--- src/rtl/skinny_sbox_layer_isw1_seq.sv ---
// rtl/skinny_sbox_layer_isw1_seq.sv - byte-serial SKINNY S-box layer sequencer for a 2-share ISW-1 sbox8
// Optional macro SBOX_PRECHARGE_EN: one all-zero sbox input cycle between consecutive bytes.
module skinny_sbox_layer_isw1_seq #(
  parameter int SBOX_CYCLES = 8,
  parameter int NBYTES      = 16
) (
  input  logic                clk,
  input  logic                rst_n,
  input  logic                in_valid,
  output logic                in_ready,
  input  logic [8*NBYTES-1:0] st1_i,
  input  logic [8*NBYTES-1:0] st0_i,
  input  logic [7:0]          rnd_i,
  output logic                rnd_req,
  output logic [7:0]          sb_si1,
  output logic [7:0]          sb_si0,
  output logic [7:0]          sb_r,
  input  logic [7:0]          sb_bo1,
  input  logic [7:0]          sb_bo0,
  output logic                out_valid,
  input  logic                out_ready,
  output logic [8*NBYTES-1:0] st1_o,
  output logic [8*NBYTES-1:0] st0_o
);

  localparam int W  = 8 * NBYTES;
  localparam int BW = $clog2(NBYTES);

  localparam logic [1:0] S_IDLE = 2'd0;
  localparam logic [1:0] S_HOLD = 2'd1;
  localparam logic [1:0] S_DONE = 2'd2;

  localparam logic [3:0]    C_LAST = 4'(SBOX_CYCLES);
  localparam logic [BW-1:0] K_LAST = BW'(NBYTES - 1);

  logic [1:0]    r_state;
  logic [3:0]    r_cyc;
  logic [BW-1:0] r_byte;
  logic [W-1:0]  r_sh1;
  logic [W-1:0]  r_sh0;
  logic [W-1:0]  r_st1_o;
  logic [W-1:0]  r_st0_o;
  logic [7:0]    r_si1;
  logic [7:0]    r_si0;
  logic [7:0]    r_r;

  logic          w_accept;
  logic          w_last_byte;
  logic          w_hold_end;
  logic          w_load;
  logic          w_zero;
  logic [W-1:0]  w_src1;
  logic [W-1:0]  w_src0;

  assign w_accept    = (r_state == S_IDLE) && in_valid;
  assign w_last_byte = (r_byte == K_LAST);

`ifdef SBOX_PRECHARGE_EN
  logic r_pre;

  // w_hold_end: last cycle of a byte's hold window; w_load: edge presenting a new byte and mask.
  assign w_hold_end = (r_state == S_HOLD) && !r_pre && (r_cyc == C_LAST);
  assign w_load     = w_accept || ((r_state == S_HOLD) && r_pre);
  assign w_zero     = w_hold_end;

  // One precharge cycle follows every captured byte except the last.
  always_ff @(posedge clk or negedge rst_n) begin
    if (!rst_n) begin
      r_pre <= 1'b0;
    end else begin
      r_pre <= w_hold_end && !w_last_byte;
    end
  end
`else
  assign w_hold_end = (r_state == S_HOLD) && (r_cyc == C_LAST);
  assign w_load     = w_accept || (w_hold_end && !w_last_byte);
  assign w_zero     = w_hold_end && w_last_byte;
`endif

  // The mask register is written only on load edges, so rnd_req marks exactly those edges.
  assign rnd_req = w_load;

  // Fresh input is taken directly from the ports on acceptance, otherwise from the shift registers.
  assign w_src1 = (r_state == S_IDLE) ? st1_i : r_sh1;
  assign w_src0 = (r_state == S_IDLE) ? st0_i : r_sh0;

  // Control FSM with per-byte hold counter and byte index.
  always_ff @(posedge clk or negedge rst_n) begin
    if (!rst_n) begin
      r_state <= S_IDLE;
      r_cyc   <= 4'd0;
      r_byte  <= '0;
    end else begin
      case (r_state)
        S_IDLE: begin
          if (in_valid) begin
            r_state <= S_HOLD;
            r_cyc   <= 4'd1;
            r_byte  <= '0;
          end
        end
        S_HOLD: begin
          if (w_hold_end && w_last_byte) begin
            r_state <= S_DONE;
          end
          if (w_load) begin
            r_cyc  <= 4'd1;
            r_byte <= r_byte + 1'b1;
          end else if (!w_hold_end) begin
            r_cyc <= r_cyc + 4'd1;
          end
        end
        S_DONE: begin
          if (out_ready) begin
            r_state <= S_IDLE;
          end
        end
        default: begin
          r_state <= S_IDLE;
        end
      endcase
    end
  end

  // Sbox input registers and per-share byte shifters; each share stays in its own path.
  always_ff @(posedge clk or negedge rst_n) begin
    if (!rst_n) begin
      r_sh1 <= '0;
      r_sh0 <= '0;
      r_si1 <= 8'd0;
      r_si0 <= 8'd0;
      r_r   <= 8'd0;
    end else if (w_load) begin
      r_si1 <= w_src1[7:0];
      r_si0 <= w_src0[7:0];
      r_r   <= rnd_i;
      r_sh1 <= w_src1 >> 8;
      r_sh0 <= w_src0 >> 8;
    end else if (w_zero) begin
      r_si1 <= 8'd0;
      r_si0 <= 8'd0;
      r_r   <= 8'd0;
    end
  end

  // Sbox results shift in from the top so byte k lands at bits [8k+7:8k] after the last byte.
  always_ff @(posedge clk or negedge rst_n) begin
    if (!rst_n) begin
      r_st1_o <= '0;
      r_st0_o <= '0;
    end else if (w_hold_end) begin
      r_st1_o <= {sb_bo1, r_st1_o[W-1:8]};
      r_st0_o <= {sb_bo0, r_st0_o[W-1:8]};
    end
  end

  assign in_ready  = (r_state == S_IDLE);
  assign out_valid = (r_state == S_DONE);
  assign sb_si1    = r_si1;
  assign sb_si0    = r_si0;
  assign sb_r      = r_r;
  assign st1_o     = r_st1_o;
  assign st0_o     = r_st0_o;

endmodule
--- config.mk ---
export PLATFORM = sky130hd
export DESIGN_NAME = skinny_sbox_layer_isw1_seq
export DESIGN_NICKNAME = d
export VERILOG_FILES = /design/src/rtl/skinny_sbox_layer_isw1_seq.sv
export SDC_FILE = /design/constraint.sdc
export NUM_CORES = 1
export LEC_CHECK = 0
export ABC_CLOCK_PERIOD_IN_PS = 2000
export CELL_PAD_IN_SITES_DETAIL_PLACEMENT = 0
export CELL_PAD_IN_SITES_GLOBAL_PLACEMENT = 1
export CORE_MARGIN = 2
export CORE_UTILIZATION = 36
export CTS_CLUSTER_DIAMETER = 120
export CTS_CLUSTER_SIZE = 25
export DETAILED_ROUTE_END_ITERATION = 7
export HOLD_SLACK_MARGIN = 0.1
export PLACE_DENSITY = 0.73
export SLEW_MARGIN = 25
export SYNTH_ARGS = -nofsm -noshare
export SYNTH_HDL_FRONTEND = slang
export SYNTH_SLANG_ARGS = --single-unit
--- constraint.sdc ---
create_clock -name clk -period 2 [get_ports clk]
set_input_delay 0.3 -clock clk [delete_from_list [all_inputs] [get_ports clk]]
set_output_delay 0.3 -clock clk [all_outputs]
set_load 0.05 [all_outputs]
==> flow_summary.yaml, run 1 <==
final_layout:
  fin_area_sq_um: 30700
  final_layout_size_suffix_gt1_share_pct: 20.8
  num-nets-final: 2584
  area_growth_pct: 35.7
  instances_no_fill: 3143
synth:
  syn_avg_cell_area_sq_um: 13.1
  synth_seq_area_share_pct: 58.7
  synth_commonest_cells: "dfrtp_1, mux2_2, mux2i_1, nor2_1, a22oi_1"
  yosys_warnings: 0
  ys_ff_latch: 530
  synth_cell_types: 35
  synth_edf_count: 0
  ys.flop_type: "dfrtp_1"
  synth_area_sq_um: 22600
  yosys.area.top_type: "dfrtp_1"
  synth_async_sr_flop_share_pct: 100
  synth_most_common_cell: "dfrtp_1"
  syn_nets: 2012
  syn_inst: 1725
  synth_area_leaders: "dfrtp_1, mux2_2, mux2i_1, a22oi_1, nor2_1"
  synth_top_area_share_pct: 58.7
sta:
  hold_viol: 0
  max_slew.worst_pin.slew_ns: 0.734
  whs_ns: 0.166
  slew_headroom_pct: 51.0
  skew_ns: 0.0491
  timing.final.crit_period_ns: 2.35
  fin_ws_ns: -0.354
  slew_viol_final: 0
  fin_crit_sh_pct: 118
  finalSetupViolations: 62
  fin_setup_tns_ns: -1.56
  fmax_mhz: 425
  rsz0062_at_grt: "true"
routing:
  drcViolationCount: 0
  drtAntennaViolNets: 0
  routed_wl_um: 68100
  first_iter_violations: 978
  vias: 16200
  viasPerCell: 5.14
  wl_per_cell_um: 21.7
  dr.pass1.iters: 5
floorplan:
  rows: 91
  die_area_sq_um: 64800
  initial_core_util_pct: 36.5
  die_x_um: 255
  io_pins: 567
  core-area_sq_um: 61900
  die_y_um: 255
placed_design:
  place.gp.congestion: 0.808
  io_buffer_count: 566
  dpl.cell_count: 3089
  dpl_cell_area_sq_um: 29800
  dp_hpwl_um: 48600
hold_path:
  holdCritPathClass: "input port to async pin"
global_route:
  grt_pass1_wl_um: 101000
  met3_usage_pct: 4.46
  grt_pass1_vias: 16600
  grt_start_max_net_pins: 95
  grt_busiest_layer: "met2"
  antenna_found_initial: 22
  use_met1_pct: 26.4
  grt_util_met2_pct: 33.6
  grt_use_total_pct: 20.1
  grt_overflow: 0
critical_path:
  worstSetupEndpointType: "primary output"
  reg2reg_slack_ns: -0.04
  start_kind: "flip-flop"
  critPathKind: "flip-flop to primary output"
  critPathArrivalTime_ns: 2.05
  cp_max_fo: 2
  required_ns: 1.70
power_and_ir_drop:
  ir_drop_v: 0.000917
  cellLeakagePower_nw: 14.3
  p_per_area_nw_per_um2: 1240
run_status:
  violations: "negative setup slack"
  outcome: "complete, but fails checks"
flow_run:
  drv_cap: 0
clock_tree:
  cts_tree: "done"
  cts_buffers: 25
  htreeDepth: 1
  clkSlewWorstSetupHoldPaths_ns: 0.11
  cts_buffer_depth: 3
  clk_latency_ns: 0.59
  cts.sinks: 530
  clockRootBuffer: "clkbuf_16"
-- kinds of logic (layout without fill, tap and decap cells) --
logic type                 Yosys count  after routing  share of synthesized area (%)
adders and majority gates            3              3                          0.166
other                                0             10                              0
and+or+nand+nor                    250            250                           4.38
buffers and inverters              151            722                           3.40
AOI/OAI and AO/OA                  292            292                           9.86
DFF                                530            530                           58.7
muxes                              499            499                           23.5
-- flip-flops by register name (all words and copies together), names as in the netlist --
name and flops:
r_sh1 120, sb_r 8, sb_si1 8, r_cyc 4, r_sh0 120, st1_o 128, r_state 2, r_byte 4
sb_si0 8, st0_o 128
-- worst max-delay path, stage by stage (launching register included) --
cell and delay (ns):
dfrtp_1 0.38, inv_2 0.06, ha_4 0.15, and3b_2 0.21
buf_6 0.13, a31oi_4 0.21, inv_6 0.05, buf_12 0.13
buf_12 0.14
-- placed cells by master, fill, tap and decap left out, drive strengths merged, types with 2 or more instances in the layout --
master	n
buf	147
nor2b	2
mux2	256
nor2	228
o211ai	16
o21ai	4
nand2	4
mux2i	243
dlygate4sd2	254
inv	8
dfrtp	530
clkdlybuf4s50	282
a21oi	2
bufbuf	4
a22oi	225
clkbuf	26
a22o	24
diode	10
o31ai	16
ha	3
nand3	5
nand2b	3
-- metal layers --
| metal | vias to the layer above | wire (um) |
|---|---|---|
| li1 | 7391 | - |
| met1 | 8179 | 28700 |
| met2 | 451 | 33200 |
| met3 | 109 | 4080 |
| met4 | 26 | 1920 |
| met5 | - | 180 |
-- power breakdown --
group | switching [mW] | internal, mW
registers | 2.29 | 14.1
logic | 9.60 | 6.38
clock network | 3.46 | 2.27
total | 15.4 | 22.8
-- worst paths after layout --
path,start,end,cells after the start
hold / removal,rst_n,r_sh1[23],2
setup reg to reg,r_cyc[1],r_sh0[32],10
setup / recovery,r_cyc[1],rnd_req,8
max in group asynchronous,rst_n,st1_o[45],4
hold reg to reg,st0_o[5],st0_o[5],1
min in group clk,rnd_i[3],sb_r[3],2
-- metrics by stage --
step / setup WS [ns] / power (mW) / utilization, %
6_report: -0.354 / 38.1 / 49.5
5_1_grt: -0.457 / 40.3 / 49.5
4_1_cts: -0.365 / 38.3 / 49.1
3_5_place_dp: -0.106 / 32.9 / 48.2
3_3_place_gp: -0.0604 / 32.5 / 48.2
2_1_floorplan: 0.112 / 26.7 / -
-- layout make-up --
class	instances	area [sq um]
fill	5662	31300
sequential	530	13300
multi-input combinational	1044	8780
timing repair buffer	689	6880
tap	837	1050
clock buffer	25	626
inverter	7	31.3
antenna	10	25.0
clock inverter	1	20.0
-- what timing repair did --
action / CTS / global route
resized for setup: 265 / 39
setup endpoints to repair: 328 / 428
cloned: 4 / 2
hold buffers: 1 / 0
buffers inserted: 10 / 2
pin swaps: 3 / 3
hold endpoints to repair: 262 / 0
(Power assumes the default switching activity.)
==> run 2, diff against run 1 <==
--- a/config.mk
+++ b/config.mk
@@ -6,6 +6,7 @@
 export NUM_CORES = 1
 export LEC_CHECK = 0
 export ABC_CLOCK_PERIOD_IN_PS = 2000
+export CAP_MARGIN = 20
 export CELL_PAD_IN_SITES_DETAIL_PLACEMENT = 0
 export CELL_PAD_IN_SITES_GLOBAL_PLACEMENT = 1
 export CORE_MARGIN = 2
==> results of run 2 <==
Final layout, timing and power as in run 1 (identical DEF).
==> run 3, diff against run 2 <==
--- a/config.mk
+++ b/config.mk
@@ -5,12 +5,13 @@
 export SDC_FILE = /design/constraint.sdc
 export NUM_CORES = 1
 export LEC_CHECK = 0
+export ABC_AREA = 1
 export ABC_CLOCK_PERIOD_IN_PS = 2000
 export CAP_MARGIN = 20
 export CELL_PAD_IN_SITES_DETAIL_PLACEMENT = 0
 export CELL_PAD_IN_SITES_GLOBAL_PLACEMENT = 1
 export CORE_MARGIN = 2
-export CORE_UTILIZATION = 36
+export CORE_UTILIZATION = 33
 export CTS_CLUSTER_DIAMETER = 120
 export CTS_CLUSTER_SIZE = 25
 export DETAILED_ROUTE_END_ITERATION = 7
==> flow_summary.yaml, run 3 <==
run_status:
  outcome: "complete, but fails checks"
  violations: "negative setup slack"
sta:
  timing.final.crit_period_ns: 2.16
  max_slew.worst_pin.slew_ns: 0.636
  finalSetupViolations: 108
  fmax_mhz: 464
  rsz0062_at_grt: "true"
  slew_headroom_pct: 57.8
  hold_viol: 0
  slew_viol_final: 0
  fin_crit_sh_pct: 108
  fin_setup_tns_ns: -4.63
  fin_ws_ns: -0.155
  skew_ns: 0.0229
synth:
  syn_avg_cell_area_sq_um: 8.18
  ys.flop_type: "dfrtp_1"
  synth_seq_area_share_pct: 58.2
  syn_inst: 2787
  synth_area_leaders: "dfrtp_1, nand2_1, o21ai_0, o21ai_1, inv_1"
  synth_commonest_cells: "nand2_1, dfrtp_1, o21ai_0, inv_1, o21ai_1"
  synth_most_common_cell: "nand2_1"
  yosys_warnings: 0
  yosys.area.top_type: "dfrtp_1"
  synth_cell_types: 22
  ys_ff_latch: 530
  synth_async_sr_flop_share_pct: 100
  synth_top_area_share_pct: 58.2
  synth_area_sq_um: 22800
  synth_edf_count: 0
  syn_nets: 3074
global_route:
  antenna_found_initial: 12
  grt_pass1_vias: 19400
  grt_overflow: 0
  grt_use_total_pct: 20.4
  grt_start_max_net_pins: 94
  grt_pass1_wl_um: 114000
clock_tree:
  cts_buffer_depth: 3
  clockRootBuffer: "clkbuf_16"
  cts_buffers: 25
  cts.sinks: 530
  htreeDepth: 1
  clkSlewWorstSetupHoldPaths_ns: 0.11
  clk_latency_ns: 0.60
  cts_tree: "done"
floorplan:
  die_x_um: 267
  die_area_sq_um: 71200
  initial_core_util_pct: 33.3
  rows: 96
  core-area_sq_um: 68500
  die_y_um: 267
  io_pins: 567
routing:
  wl_per_cell_um: 17.6
  drt-met1-wl_um: 31600
  dr.pass1.iters: 5
  drtAntennaViolNets: 0
  vias: 19600
  route.met2.wl_um: 35600
  routed_wl_um: 73700
  top_layer_used: "met5"
  first_iter_violations: 1472
  viasPerCell: 4.67
  drcViolationCount: 0
  dr_wl_met3_um: 5070
final_layout:
  final_common_cell: "nand2_1"
  final_layout_size_suffix_gt1_share_pct: 5.63
  num-nets-final: 3588
  area_growth_pct: 32.4
  fin_area_sq_um: 30200
  final_cell_mix: "nand2_1, dfrtp_1, o21ai_0"
power_and_ir_drop:
  ir_drop_v: 0.000611
  cellLeakagePower_nw: 15.4
  p_per_area_nw_per_um2: 1070
  power_mw: 32.2
placed_design:
  place.gp.congestion: 0.883
  dp_hpwl_um: 54000
  pre_cts_slack_ns: 0.0759
  io_buffer_count: 566
  dpl_cell_area_sq_um: 29500
hold_path:
  holdCritPathClass: "input port to async pin"
critical_path:
  critPathArrivalTime_ns: 1.86
  start_kind: "flip-flop"
  worstSetupEndpointType: "primary output"
  cp_max_fo: 4
  critPathKind: "flip-flop to primary output"
  required_ns: 1.70
flow_run:
  drv_cap: 0
## run 3: cell count changes after synthesis, sizes merged, moves of 24 or more
| cell | change |
|---|---|
| a22o | -24 |
| nand2 | +1256 |
| nand3 | +43 |
| mux2i | -243 |
| clkbuf | +24 |
| o21ai | +501 |
| mux2 | -256 |
| a22oi | -225 |
| nor2 | -223 |
| inv | +251 |
## run 3: metrics by stage
| stage | hold slack [ns] | cells | utilization [%] |
|---|---|---|---|
| 3_5_place_dp | 0.227 | 4138 | 43.1 |
| 6_report | 0.198 | 4186 | 44.1 |
| 3_3_place_gp | 0.235 | 4138 | 43.1 |
| 2_1_floorplan | 0.00441 | 2787 | - |
| 4_1_cts | 0.175 | 4180 | 44.0 |
| 5_1_grt | 0.185 | 4185 | 44.1 |
## run 3: critical path, stage by stage, from the launching register on
cell	delay, ns
dfrtp_1	0.43
inv_2	0.09
ha_4	0.13
nand3_4	0.08
nor2_4	0.18
nand2_4	0.10
nand2_8	0.09
buf_12	0.14
## run 3: layer usage
metal  track usage (%)  vias up
li1                  -     9611
met1              26.6     9375
met2              34.7      469
met3              4.94       80
met4              3.87       20
met5                 0        -
## run 3: final cells by class
class / count / area (sq um)
Antenna cell: 2 / 5.00
Clock inverter: 2 / 28.8
Tap cell: 882 / 1100
Inverter: 258 / 976
Multi-Input combinational cell: 1827 / 7660
Clock buffer: 26 / 639
Fill cell: 6868 / 38300
Sequential cell: 530 / 13300
Timing Repair Buffer: 659 / 6490
## run 3: cells by family (layout without fill, tap and decap cells)
group                    count (synthesis)  in the layout  synth area share (%)
XOR/XNOR                                 2              2                0.0769
buffers and inverters                  430            945                  8.37
other                                    0              2                     0
AO/OA/AOI/OAI                          506            506                  11.1
AND/OR/NAND/NOR                       1316           1316                  22.0
flip-flops                             530            530                  58.2
adder cells (fa/ha/maj)                  3              3                 0.165
## run 3: report_power, final
part / switching, mW / leakage (nW) / internal, mW / total [mW]
logic: 7.99 / 7.95 / 3.72 / 11.7
clock network: 3.51 / 0.330 / 2.32 / 5.84
registers: 1.38 / 7.11 / 13.3 / 14.7
total: 12.9 / 15.4 / 19.4 / 32.2
## run 3: worst paths after layout
| kind | slack, ns | cells past startpoint | start | endpoint |
|---|---|---|---|---|
| worst min-delay path | 0.20 | 2 | rst_n | st0_o[43] |
| worst min register to register | 0.48 | 2 | st1_o[0] | st1_o[0] |
| min in group clk | 0.22 | 3 | rnd_i[1] | sb_r[1] |
| worst max-delay path | -0.16 | 7 | r_cyc[1] | rnd_req |
| max in group asynchronous | 0.84 | 3 | rst_n | r_sh0[3] |
| worst max register to register | -0.09 | 11 | r_cyc[1] | r_sh0[38] |
## run 3: repair_timing
item / in CTS / in global routing
pin swaps: 2 / 4
endpoints found under the setup margin: 233 / 325
cloned: 4 / 0
gates resized for setup: 239 / 13
hold endpoints to repair: 399 / 0
buffers inserted: 9 / 5
hold buffers: 1 / 0
